[config.mk]
export PLATFORM = sky130hd
export DESIGN_NAME = mem_stage_dport
export DESIGN_NICKNAME = d
export VERILOG_FILES = /design/src/rtl/mem_stage_dport_pkg.sv /design/src/rtl/mem_stage_dport_load_align.sv /design/src/rtl/mem_stage_dport.sv
export SDC_FILE = /design/constraint.sdc
export NUM_CORES = 1
export LEC_CHECK = 0
export CAP_MARGIN = 10
export CORE_MARGIN = 2
export CORE_UTILIZATION = 29
export DETAILED_ROUTE_END_ITERATION = 12
export DONT_BUFFER_PORTS = 1
export PLACE_DENSITY_LB_ADDON = 0.08
export SYNTH_ARGS = -nofsm -noshare
export SYNTH_HDL_FRONTEND = slang
export SYNTH_SLANG_ARGS = --single-unit
[constraint.sdc]
create_clock -name clk -period 3.25 [get_ports clk]
set_clock_uncertainty 0.2 [all_clocks]
set_input_delay 0.4875 -clock clk [delete_from_list [all_inputs] [get_ports clk]]
set_output_delay 0.4875 -clock clk [all_outputs]
set_load 0.005 [all_outputs]
[src/rtl/mem_stage_dport_pkg.sv]
// Shared rv32i type and constant definitions used by the MEM-stage data port.
package rv32i_types;

    // Data-port sequencer states
    typedef enum logic [1:0] {
        IDLE = 2'd0,
        BUSY = 2'd1,
        DONE = 2'd2
    } dport_state_t;

    // Load funct3 encodings
    localparam logic [2:0] F3_LB  = 3'b000;
    localparam logic [2:0] F3_LH  = 3'b001;
    localparam logic [2:0] F3_LW  = 3'b010;
    localparam logic [2:0] F3_LBU = 3'b100;
    localparam logic [2:0] F3_LHU = 3'b101;

    // Store funct3 encodings
    localparam logic [2:0] F3_SB  = 3'b000;
    localparam logic [2:0] F3_SH  = 3'b001;
    localparam logic [2:0] F3_SW  = 3'b010;

    // Byte-enable masks before lane shifting
    localparam logic [3:0] MBE_B  = 4'b0001;
    localparam logic [3:0] MBE_H  = 4'b0011;
    localparam logic [3:0] MBE_W  = 4'b1111;

    // Halfword access on an odd byte, or word access off a word boundary
    function automatic logic is_misaligned(input logic       is_read,
                                           input logic [2:0] funct3,
                                           input logic [1:0] offset);
        logic half;
        logic word;
        half = (funct3 == F3_LH) || (is_read && (funct3 == F3_LHU));
        word = (funct3 == F3_LW);
        return (half && offset[0]) || (word && (offset != 2'b00));
    endfunction

endpackage

[src/rtl/mem_stage_dport_load_align.sv]
// Load data extraction: picks the byte/halfword addressed by the latched offset
// out of the returned word and sign- or zero-extends it according to funct3.
module dport_load_align
    import rv32i_types::*;
(
    input  logic [31:0] rdata,
    input  logic [2:0]  funct3,
    input  logic [1:0]  offset,
    output logic [31:0] data
);

    logic [7:0]  byte_sel;
    logic [15:0] half_sel;

    // Lane selection and extension
    always_comb begin
        // NOTE: every signal assigned here gets a value on every path first, otherwise a latch is inferred.
        byte_sel = rdata[7:0];
        half_sel = offset[1] ? rdata[31:16] : rdata[15:0];
        data     = rdata;
        case (offset)
            2'd1:    byte_sel = rdata[15:8];
            2'd2:    byte_sel = rdata[23:16];
            2'd3:    byte_sel = rdata[31:24];
            default: byte_sel = rdata[7:0];
        endcase
        case (funct3)
            F3_LB:   data = {{24{byte_sel[7]}}, byte_sel};
            F3_LH:   data = {{16{half_sel[15]}}, half_sel};
            F3_LBU:  data = {24'd0, byte_sel};
            F3_LHU:  data = {16'd0, half_sel};
            default: data = rdata;  // LW and undefined encodings return the raw word
        endcase
    end

endmodule

[src/rtl/mem_stage_dport.sv]
// MEM-stage data-memory initiator for the rv32i pipeline. Issues one read or
// write per load/store, stalls the pipeline until the one-cycle response pulse,
// then presents aligned load data for one DONE cycle.
// Optional performance counters: define MEM_STAGE_DPORT_PERF_CNT_EN.
module mem_stage_dport
    import rv32i_types::*;
#(
    parameter int width = 32
) (
    input  logic             clk,
    input  logic             rst,
    input  logic             req_valid_i,
    input  logic             mem_read_i,
    input  logic             mem_write_i,
    input  logic [2:0]       funct3_i,
    input  logic [width-1:0] addr_i,
    input  logic [width-1:0] store_data_i,
    output logic [width-1:0] dmem_address_o,
    output logic             dmem_read_o,
    output logic             dmem_write_o,
    output logic [3:0]       dmem_mbe_o,
    output logic [width-1:0] dmem_wdata_o,
    input  logic [width-1:0] dmem_rdata_i,
    input  logic             dmem_resp_i,
    output logic             stall_o,
    output logic [width-1:0] load_data_o,
    output logic             misalign_o,
    output logic [31:0]      load_cnt_o,
    output logic [31:0]      store_cnt_o,
    output logic [31:0]      stall_cnt_o
);

    dport_state_t     state;
    logic             active;
    logic [2:0]       funct3_q;
    logic [1:0]       offset_q;
    logic             is_read_q;
    logic [width-1:0] rdata_q;
    logic [3:0]       st_mbe;
    logic [width-1:0] st_wdata;

    assign active = req_valid_i & (mem_read_i | mem_write_i);

    // Store lane placement from the live request
    always_comb begin
        st_mbe   = MBE_W;
        st_wdata = store_data_i;
        case (funct3_i)
            F3_SB: begin
                st_mbe   = MBE_B << addr_i[1:0];
                st_wdata = {4{store_data_i[7:0]}};
            end
            F3_SH: begin
                st_mbe   = MBE_H << {addr_i[1], 1'b0};
                st_wdata = {2{store_data_i[15:0]}};
            end
            default: begin
                st_mbe   = MBE_W;
                st_wdata = store_data_i;
            end
        endcase
    end

    // Request sequencer: latch in IDLE, hold in BUSY, single DONE cycle
    always_ff @(posedge clk or posedge rst) begin
        // NOTE: sequential state uses non-blocking assignments so every flop samples pre-edge values.
        if (rst) begin
            state          <= IDLE;
            dmem_address_o <= '0;
            dmem_read_o    <= 1'b0;
            dmem_write_o   <= 1'b0;
            dmem_mbe_o     <= '0;
            dmem_wdata_o   <= '0;
            funct3_q       <= '0;
            offset_q       <= '0;
            is_read_q      <= 1'b0;
            rdata_q        <= '0;
        end else begin
            case (state)
                IDLE: begin
                    if (active) begin
                        dmem_address_o <= {addr_i[width-1:2], 2'b00};
                        funct3_q       <= funct3_i;
                        offset_q       <= addr_i[1:0];
                        is_read_q      <= mem_read_i;
                        // A load wins when both read and write are flagged
                        if (mem_read_i) begin
                            dmem_read_o  <= 1'b1;
                            dmem_write_o <= 1'b0;
                            dmem_mbe_o   <= MBE_W;
                            dmem_wdata_o <= '0;
                        end else begin
                            dmem_read_o  <= 1'b0;
                            dmem_write_o <= 1'b1;
                            dmem_mbe_o   <= st_mbe;
                            dmem_wdata_o <= st_wdata;
                        end
                        state <= BUSY;
                    end
                end
                BUSY: begin
                    if (dmem_resp_i) begin
                        rdata_q      <= dmem_rdata_i;
                        dmem_read_o  <= 1'b0;
                        dmem_write_o <= 1'b0;
                        state        <= DONE;
                    end
                end
                DONE:    state <= IDLE;
                default: state <= IDLE;
            endcase
        end
    end

    // Pipeline stall: combinational in IDLE so the issuing cycle is frozen too
    always_comb begin
        stall_o = 1'b0;
        case (state)
            IDLE:    stall_o = active;
            BUSY:    stall_o = 1'b1;
            default: stall_o = 1'b0;
        endcase
    end

    dport_load_align u_load_align (
        .rdata  (rdata_q),
        .funct3 (funct3_q),
        .offset (offset_q),
        .data   (load_data_o)
    );

    assign misalign_o = is_misaligned(is_read_q, funct3_q, offset_q);

`ifdef MEM_STAGE_DPORT_PERF_CNT_EN
    logic [31:0] load_cnt_q;
    logic [31:0] store_cnt_q;
    logic [31:0] stall_cnt_q;

    // Wrapping event counters; loads/stores count on the BUSY->DONE transition
    always_ff @(posedge clk or posedge rst) begin
        if (rst) begin
            load_cnt_q  <= '0;
            store_cnt_q <= '0;
            stall_cnt_q <= '0;
        end else begin
            if ((state == BUSY) && dmem_resp_i) begin
                if (is_read_q) load_cnt_q  <= load_cnt_q + 32'd1;
                else           store_cnt_q <= store_cnt_q + 32'd1;
            end
            if (stall_o) stall_cnt_q <= stall_cnt_q + 32'd1;
        end
    end

    assign load_cnt_o  = load_cnt_q;
    assign store_cnt_o = store_cnt_q;
    assign stall_cnt_o = stall_cnt_q;
`else
    assign load_cnt_o  = '0;
    assign store_cnt_o = '0;
    assign stall_cnt_o = '0;
`endif

endmodule

==> flow_summary.toml, run 1 <==
[logic_synthesis]
synth_largest_area_cell = "dfrtp_1"
synth_area_per_cell_um2 = 9.60
synth_area_leaders = "dfrtp_1 (47%), buf_4 (13%), nand2_1 (11%)"
synthCells = 598
synth_flop_cell = "dfrtp_1"
ys_seq_area_share_pct = 47.1
synth_edf_count = 0
synthArstFlopShare_pct = 100
synth_cell_types = 39
synth_seq_cells = 108
netlist.area_leader.share_pct = 47.1
yosys_warnings = 0
synth_area_um2 = 5740

[global_route]
antenna_found_initial = 1
grt_overflow = 0
grt_max_degree = 73
track_usage_pct = 14.2
grt_pass1_wl_um = 22300
grt_pass1_vias = 3780

[power]
peakVddDrop_mv = 0.279
seqPwrFrac_pct = 47.7
power_per_cell_area_nw_per_um2 = 775
netSwitchingFraction_pct = 36.6
p_int_w = 0.00293
p_clk_share_pct = 23.3
comb_power_share_pct = 29.1
p_leak_nw = 2.89
switching_power_w = 0.00169

[detailed_routing]
drt_iter0_drc = 166
wire_per_inst_um = 17.7
dr.pass1.iters = 4
routed_via_density = 4.42
ant_nets = 0
vias = 3780
drcViolationCount = 0
drt-total-wl_um = 15100

[cts]
cts_tree = "done"
clkSlewWorstSetupHoldPaths_ns = 0.07
htreeDepth = 3
cts_resized = 0
cts_buffers = 9
cts_sinks = 108
clk_latency_ns = 0.35
cts_root_buffer = "clkbuf_16"
cts.path.max_buffers = 2

[sta]
final.setup.tns_ns = 0
fmax_mhz = 322
setup_violations = 0
setup_ws_ns = 0.147
slew_viol_final = 0
finalHoldViolations = 0
rsz0062_at_grt = "false"
finalCritPeriodShare_pct = 95.5
slew_headroom_pct = 41.5
fin_crit_ns = 3.10
tightest_slew_ns = 0.875

[setup_path]
max_stage_delay_ns = 0.68
critical_path_class = "reg2out"
endpoint_kind = "primary output"
path_cells = "mux4_2 -> or3_1 -> nand2_1"
critPathArrivalTime_ns = 2.42
slowest_stage = "dfrtp_1"
required_ns = 2.56
r2r_start = "state[1]"
path_max_fanout = 16
crit_path_start = "offset_q[1]"
cp-start-kind = "flop"

[final_layout]
layout_common_cells = "nand2_1 (161), dfrtp_1 (108), conb_1 (98)"
area_growth_pct = 3.75
finalInstanceArea_um2 = 5950
layout_commonest_cell = "nand2_1"
finalNetCount = 690
drive_gt1_share_pct = 14.2
n_fill_cell = 2069

[floorplanning]
io_pins = 305
start_util_pct = 29.5
rows = 51
core_area_um2 = 19500
die-area_um2 = 20900
die_w_um = 145
die_h_um = 145

[placement]
gp_congestion = 0.779
hpwl_um = 11100
place_area_um2 = 5640
io_buffers = 0
pre_cts_ws_ns = 0.530

[run]
maxCapViolations = 0

[run_status]
outcome = "complete, no violations"

[hold_path]
hold_start = "mem_read_i"
min_path_type = "in2reg"
-- kinds of logic after synthesis --
kind of cell	Yosys count	share of synthesized area, %
AND/OR/NAND/NOR	212	16.0
buffers and inverters	139	16.0
flip-flops	108	47.1
AO/OA/AOI/OAI	84	10.3
multiplexers	53	10.5
XOR/XNOR	1	0.153
other	1	0.0653
-- worst max-delay path, delay by kind of cell, from the launching register on --
kind,cells,cell delay [ns]
DFF,1,0.68
and+or+nand+nor,2,0.81
muxes,1,0.57
-- final timing paths --
path | endpoint | slack (ns) | cells after the start
max | load_data_o[31] | 0.15 | 3
min | dmem_wdata_o[20] | 0.03 | 1
max reg2reg | dmem_wdata_o[8] | 1.06 | 4
min reg2reg | is_read_q | 0.30 | 1
max in group asynchronous | rdata_q[8] | 1.89 | 3
min in group asynchronous | dmem_address_o[31] | 0.52 | 3
-- synth_stat cells, types with 8 or more instances --
master	count
a21oi_1	9
o21ai_0	23
mux2_2	35
nand2_1	161
o31ai_1	8
dfrtp_1	108
buf_2	9
clkbuf_1	21
buf_4	98
a22o_1	17
or2_2	17
mux2i_1	16
nand2b_1	10
-- sequential cells by signal, indices dropped and copies added, names as in the netlist --
register	count
is_read_q	1
offset_q	2
dmem_write_o	1
dmem_address_o	30
state	2
funct3_q	3
dmem_mbe_o	4
rdata_q	32
dmem_wdata_o	32
dmem_read_o	1
-- layout make-up --
cell class                      count  area, um^2  share of cell area, %
Timing Repair Buffer               11         100                   1.68
Inverter                            7        30.0                  0.504
Clock inverter                      5        35.0                  0.588
Antenna cell                        1        2.50                 0.0420
Clock buffer                       11         253                   4.24
Multi-Input combinational cell    448        2500                   42.0
Tap cell                          265         332                   5.57
Sequential cell                   108        2700                   45.4
-- through the flow --
stage / hold WS, ns / cells / total power (W) / util, %
4_1_cts: 0.0119 / 855 / 0.00470 / 30.6
3_5_place_dp: 0.294 / 837 / 0.00359 / 29.0
6_report: 0.0322 / 856 / 0.00461 / 30.6
5_1_grt: 0.0157 / 856 / 0.00499 / 30.6
2_1_floorplan: 0.265 / 695 / 0.00327 / -
3_3_place_gp: 0.292 / 837 / 0.00356 / 29.0
-- power by group through the flow --
stage                     registers, W  clock network (W)  logic (W)
after floorplan                0.00206                  0    0.00121
after global placement         0.00223                  0    0.00133
after detailed placement       0.00222                  0    0.00137
after CTS                      0.00220            0.00113    0.00137
after global routing           0.00226            0.00119    0.00154
final                          0.00220            0.00107    0.00134
-- layer usage --
layer	share of wire (%)	global-route usage, %	vias to the layer above	wire length, um
met1	40	17.2	1830	6060
met5	0	0	-	0
met4	1.3	4.29	0	190
met2	48	22.7	177	7340
met3	10	6.35	12	1540
li1	-	-	1761	-
-- repair_timing --
action,in CTS,in global routing
setup endpoints to repair,0,0
hold buffers,2,0
endpoints found under the hold margin,76,0
buffers inserted,0,0
No activity file was read; power rests on OpenSTA's default activity.
==> run 2: changes to the inputs <==
CORE_UTILIZATION = 30   (was 29)
SYNTH_HIERARCHICAL = 1   (was not set)
==> flow_summary.toml, run 2 <==
[cts]
cts_root_buffer = "clkbuf_16"
clk_latency_ns = 0.35
cts_buffers = 9
cts_tree = "done"
cts_setup_buffers = 0
ctsHoldBuffers = 2
htreeDepth = 3
clkSlewWorstSetupHoldPaths_ns = 0.07
cts_resized = 0
cts_sinks = 108
cts.path.max_buffers = 2

[setup_path]
crit_buf_inv = 0
slowest_stage = "nor2b_1"
required_ns = 2.56
critPathArrivalTime_ns = 2.13
cp-start-kind = "flop"
r2r_start = "state[0]"
cp_top_family = "simple AND/OR/NAND/NOR gates"
endpoint_kind = "primary output"
path_cells = "nor2b_1 -> nor2_1 -> a22oi_1 -> o21ai_0"
critical_path_class = "reg2out"
r2r.worst_path.cells = 4
reg2reg_to = "dmem_wdata_o[24]"
r2r_slack_ns = 1.08
max_stage_delay_ns = 0.62
path_max_fanout = 9

[sta]
hold_ws_ns = 0.0276
finalHoldViolations = 0
final.setup.tns_ns = 0
fin_crit_ns = 2.82
slew_headroom_pct = 41.3
rsz0062_at_grt = "false"
finalCritPeriodShare_pct = 86.7
fmax_mhz = 355
tightest_slew_ns = 0.878
slew_viol_final = 0
setup_violations = 0

[hold_path]
hold_start = "mem_read_i"
min_to = "dmem_wdata_o[21]"
hold_depth = 1
min_path_type = "in2reg"

[detailed_routing]
routed.top_layer = "met4"
routed_via_density = 4.68
wl_met1_um = 6080
wl_met3_um = 1690
drt-total-wl_um = 15400
ant_nets = 0
drt_iter0_drc = 127
dr.pass1.iters = 5
drcViolationCount = 0
vias = 3764
route.met2.wl_um = 7410
wire_per_inst_um = 19.2

[global_route]
track_usage_pct = 14.3
grt_max_degree = 38
grt_overflow = 0
grt_pass1_vias = 3770
grt_pass1_wl_um = 22400
antenna_found_initial = 1

[floorplanning]
start_util_pct = 30.5
die_w_um = 145
core_area_um2 = 19400
rows = 51
die-area_um2 = 20900
io_pins = 305
die_h_um = 145

[placement]
hpwl_um = 11500
gp_congestion = 0.767
io_buffers = 0

[final_layout]
drive_gt1_share_pct = 20.0
layout_commonest_cell = "dfrtp_1"
layout_common_cells = "dfrtp_1 (108), conb_1 (98), mux2_2 (58)"
area_growth_pct = 3.40
reg_top3 = "dmem_wdata_o (32), rdata_q (32), dmem_address_o (30)"
finalNetCount = 640

[logic_synthesis]
netlist.area_leader.share_pct = 45.6
ys_seq_area_share_pct = 45.6
synth_area_um2 = 5920
synth_area_leaders = "dfrtp_1 (46%), buf_4 (13%), mux2_2 (11%)"
synth_most_common_cell = "dfrtp_1"
synth_cell_types = 42
netlist_top_cells_count = "dfrtp_1 (108), buf_4 (100), mux2_2 (58)"
synth_flop_cell = "dfrtp_1"
synth_seq_cells = 108
yosys_warnings = 6
synth_area_per_cell_um2 = 10.9
synth_largest_area_cell = "dfrtp_1"
synth_edf_count = 0
synthCells = 542
synthArstFlopShare_pct = 100

[power]
peakVddDrop_mv = 0.287
power_per_cell_area_nw_per_um2 = 778
p_leak_nw = 2.77

[run_status]
outcome = "complete, no violations"

[run]
maxCapViolations = 0
[run 2: how the worst max path moves through the flow]
stage | start | endpoint | slack [ns] | cells past startpoint
2_1_floorplan | offset_q[1] | load_data_o[15] | 1.04 | 6
3_3_place_gp | offset_q[0] | load_data_o[4] | 0.86 | 4
3_5_place_dp | offset_q[0] | load_data_o[1] | 0.85 | 4
4_1_cts | offset_q[0] | load_data_o[1] | 0.45 | 4
5_1_grt | offset_q[0] | load_data_o[2] | 0.27 | 4
6_report | offset_q[0] | load_data_o[1] | 0.43 | 4
[run 2: where the power goes]
group,switching (W),internal [W]
clock,0.000501,0.000580
sequential,0.000453,0.00181
combinational,0.000761,0.000668
[run 2: area by class of cell]
class / instances / area (um^2)
fill: 2021 / 13300
sequential: 108 / 2700
multi-input combinational: 394 / 2630
tap: 265 / 332
clock buffer: 12 / 267
timing repair buffer: 15 / 143
inverter: 7 / 30.0
clock inverter: 3 / 21.3
antenna: 1 / 2.50
[run 2: metrics by stage]
stage | worst slack [ns] | total power (W) | instance area, um^2 | std cells | util [%]
2_1_floorplan | 1.04 | 0.00340 | 6290 | 639 | -
3_3_place_gp | 0.856 | 0.00371 | 5820 | 787 | 30.0
3_5_place_dp | 0.848 | 0.00374 | 5820 | 787 | 30.0
4_1_cts | 0.447 | 0.00486 | 6120 | 804 | 31.6
5_1_grt | 0.270 | 0.00513 | 6130 | 805 | 31.6
6_report | 0.432 | 0.00477 | 6130 | 805 | 31.6
[run 2: kinds of logic after synthesis]
logic type,share of synthesized area [%]
buffers and inverters,16.2
DFF,45.6
AOI/OAI and AO/OA,11.9
and+or+nand+nor,8.34
muxes,17.9
other,0.0633
[run 2: layer usage]
layer / up-vias / track usage, %
li1: 1669 / -
met1: 1876 / 17.6
met2: 205 / 23.0
met3: 14 / 6.13
met4: 0 / 4.14
met5: - / 0
==> run 3: changes to the inputs <==
==> constraint.sdc (replaced) <==
create_clock -name clk -period 3.5 [get_ports clk]
set_clock_uncertainty 0.2 [all_clocks]
set_input_delay 0.525 -clock clk [delete_from_list [all_inputs] [get_ports clk]]
set_output_delay 0.525 -clock clk [all_outputs]
set_load 0.02 [all_outputs]
==> flow_summary.toml, run 3 (synthesized netlist as in run 2, its figures left out) <==
[setup_path]
path_cells = "nor2b_1 -> nor2_1 -> a22oi_1 -> o21ai_0 -> buf_4"
required_ns = 2.77
crit_path_start = "funct3_q[0]"
cp-start-kind = "flop"
critical_path_class = "reg2out"
slowest_stage = "dfrtp_1"
crit_buf_inv = 1
r2r_start = "state[0]"
critPathArrivalTime_ns = 2.28
cp_top_family = "simple AND/OR/NAND/NOR gates"
max_stage_delay_ns = 0.62
endpoint_kind = "primary output"
path_max_fanout = 14

[final_layout]
layout_common_cells = "dfrtp_1 (108), conb_1 (98), mux2_2 (58)"
reg_top3 = "dmem_wdata_o (32), rdata_q (32), dmem_address_o (30)"
layout_commonest_cell = "dfrtp_1"
finalNetCount = 644
n_fill_cell = 2009
post-route-util_pct = 31.6
drive_gt1_share_pct = 21.0
final-instance-count-excl-fill = 809
area_growth_pct = 3.46

[floorplanning]
start_util_pct = 30.5
io_pins = 305
die-area_um2 = 20900
die_h_um = 145
die_w_um = 145
core_area_um2 = 19400
rows = 51

[power]
seqPwrFrac_pct = 46.0
switching_power_w = 0.00228
peakVddDrop_mv = 0.244
p_clk_share_pct = 18.7
p_int_w = 0.00285
power_per_cell_area_nw_per_um2 = 836
comb_power_share_pct = 35.2
p_leak_nw = 2.78
netSwitchingFraction_pct = 44.4

[detailed_routing]
wire_per_inst_um = 19.1
vias = 3726
drt_iter0_drc = 137
drt-total-wl_um = 15500
drcViolationCount = 0
routed_via_density = 4.61
dr.pass1.iters = 4
ant_nets = 0

[sta]
final.setup.tns_ns = 0
fmax_mhz = 333
setup_ws_ns = 0.498
fin_crit_ns = 3.00
finalHoldViolations = 0
rsz0062_at_grt = "false"
slew_headroom_pct = 33.2
tightest_slew_ns = 0.999
setup_violations = 0
slew_viol_final = 0
finalCritPeriodShare_pct = 85.8

[run_status]
outcome = "complete, no violations"

[cts]
cts_resized = 0
cts_tree = "done"
clk_latency_ns = 0.34
ctsHoldBuffers = 0
cts_setup_buffers = 0
cts.path.max_buffers = 2
clkSlewWorstSetupHoldPaths_ns = 0.08
htreeDepth = 3
cts_sinks = 108
cts_buffers = 9
cts_root_buffer = "clkbuf_16"

[global_route]
antenna_found_initial = 0
grt_pass1_wl_um = 22500
grt_pass1_vias = 3642
grt_overflow = 0
grt_max_degree = 41
track_usage_pct = 14.3

[placement]
io_buffers = 0
dp.cells = 793
gp_congestion = 0.763
pre_cts_ws_ns = 0.863
hpwl_um = 11300

[hold_path]
min_path_type = "in2async"

[run]
maxCapViolations = 0
## run 3: cell type report
class | count | area (um^2) | share of cell area (%)
flip-flops and latches | 108 | 2700 | 44.1
inverters | 7 | 30.0 | 0.490
multi-input cells | 394 | 2630 | 42.9
diodes | 1 | 2.50 | 0.0408
clock inverters | 6 | 41.3 | 0.674
well taps | 265 | 332 | 5.41
clock buffers | 9 | 225 | 3.67
repair buffers | 19 | 168 | 2.74
## run 3: power by group through the flow
stage                     registers [W]  clock network (W)  logic (W)
after detailed placement        0.00239                  0    0.00182
after global placement          0.00239                  0    0.00179
final                           0.00236           0.000959    0.00181
after floorplan                 0.00221                  0    0.00160
after global routing            0.00243            0.00106    0.00197
after CTS                       0.00237            0.00102    0.00182
## run 3: layer usage
metal	global-route usage, %	up-vias	wire length [um]	share of wire (%)
li1	-	1690	-	-
met1	18.7	1830	6520	42
met2	21.7	195	7140	46
met3	5.70	11	1640	11
met4	4.70	0	189	1.2
met5	0	-	0	0
## run 3: worst paths after layout
| path | endpoint | slack, ns | cells after the start |
|---|---|---|---|
| min in group clk | state[0] | 0.06 | 1 |
| max in group asynchronous | dmem_address_o[26] | 2.33 | 2 |
| worst max-delay path | load_data_o[1] | 0.50 | 5 |
| worst min-delay path | rdata_q[27] | 0.06 | 1 |
| worst max register to register | dmem_wdata_o[31] | 1.40 | 4 |
| worst min register to register | is_read_q | 0.31 | 1 |
## run 3: through the flow
step | cell area [um^2] | power [W] | hold WS, ns
floorplan | 6290 | 0.00381 | 0.273
global placement | 5860 | 0.00418 | 0.284
detailed placement | 5860 | 0.00421 | 0.296
CTS | 6130 | 0.00520 | 0.0351
global route | 6130 | 0.00546 | 0.0496
finish | 6130 | 0.00512 | 0.0591
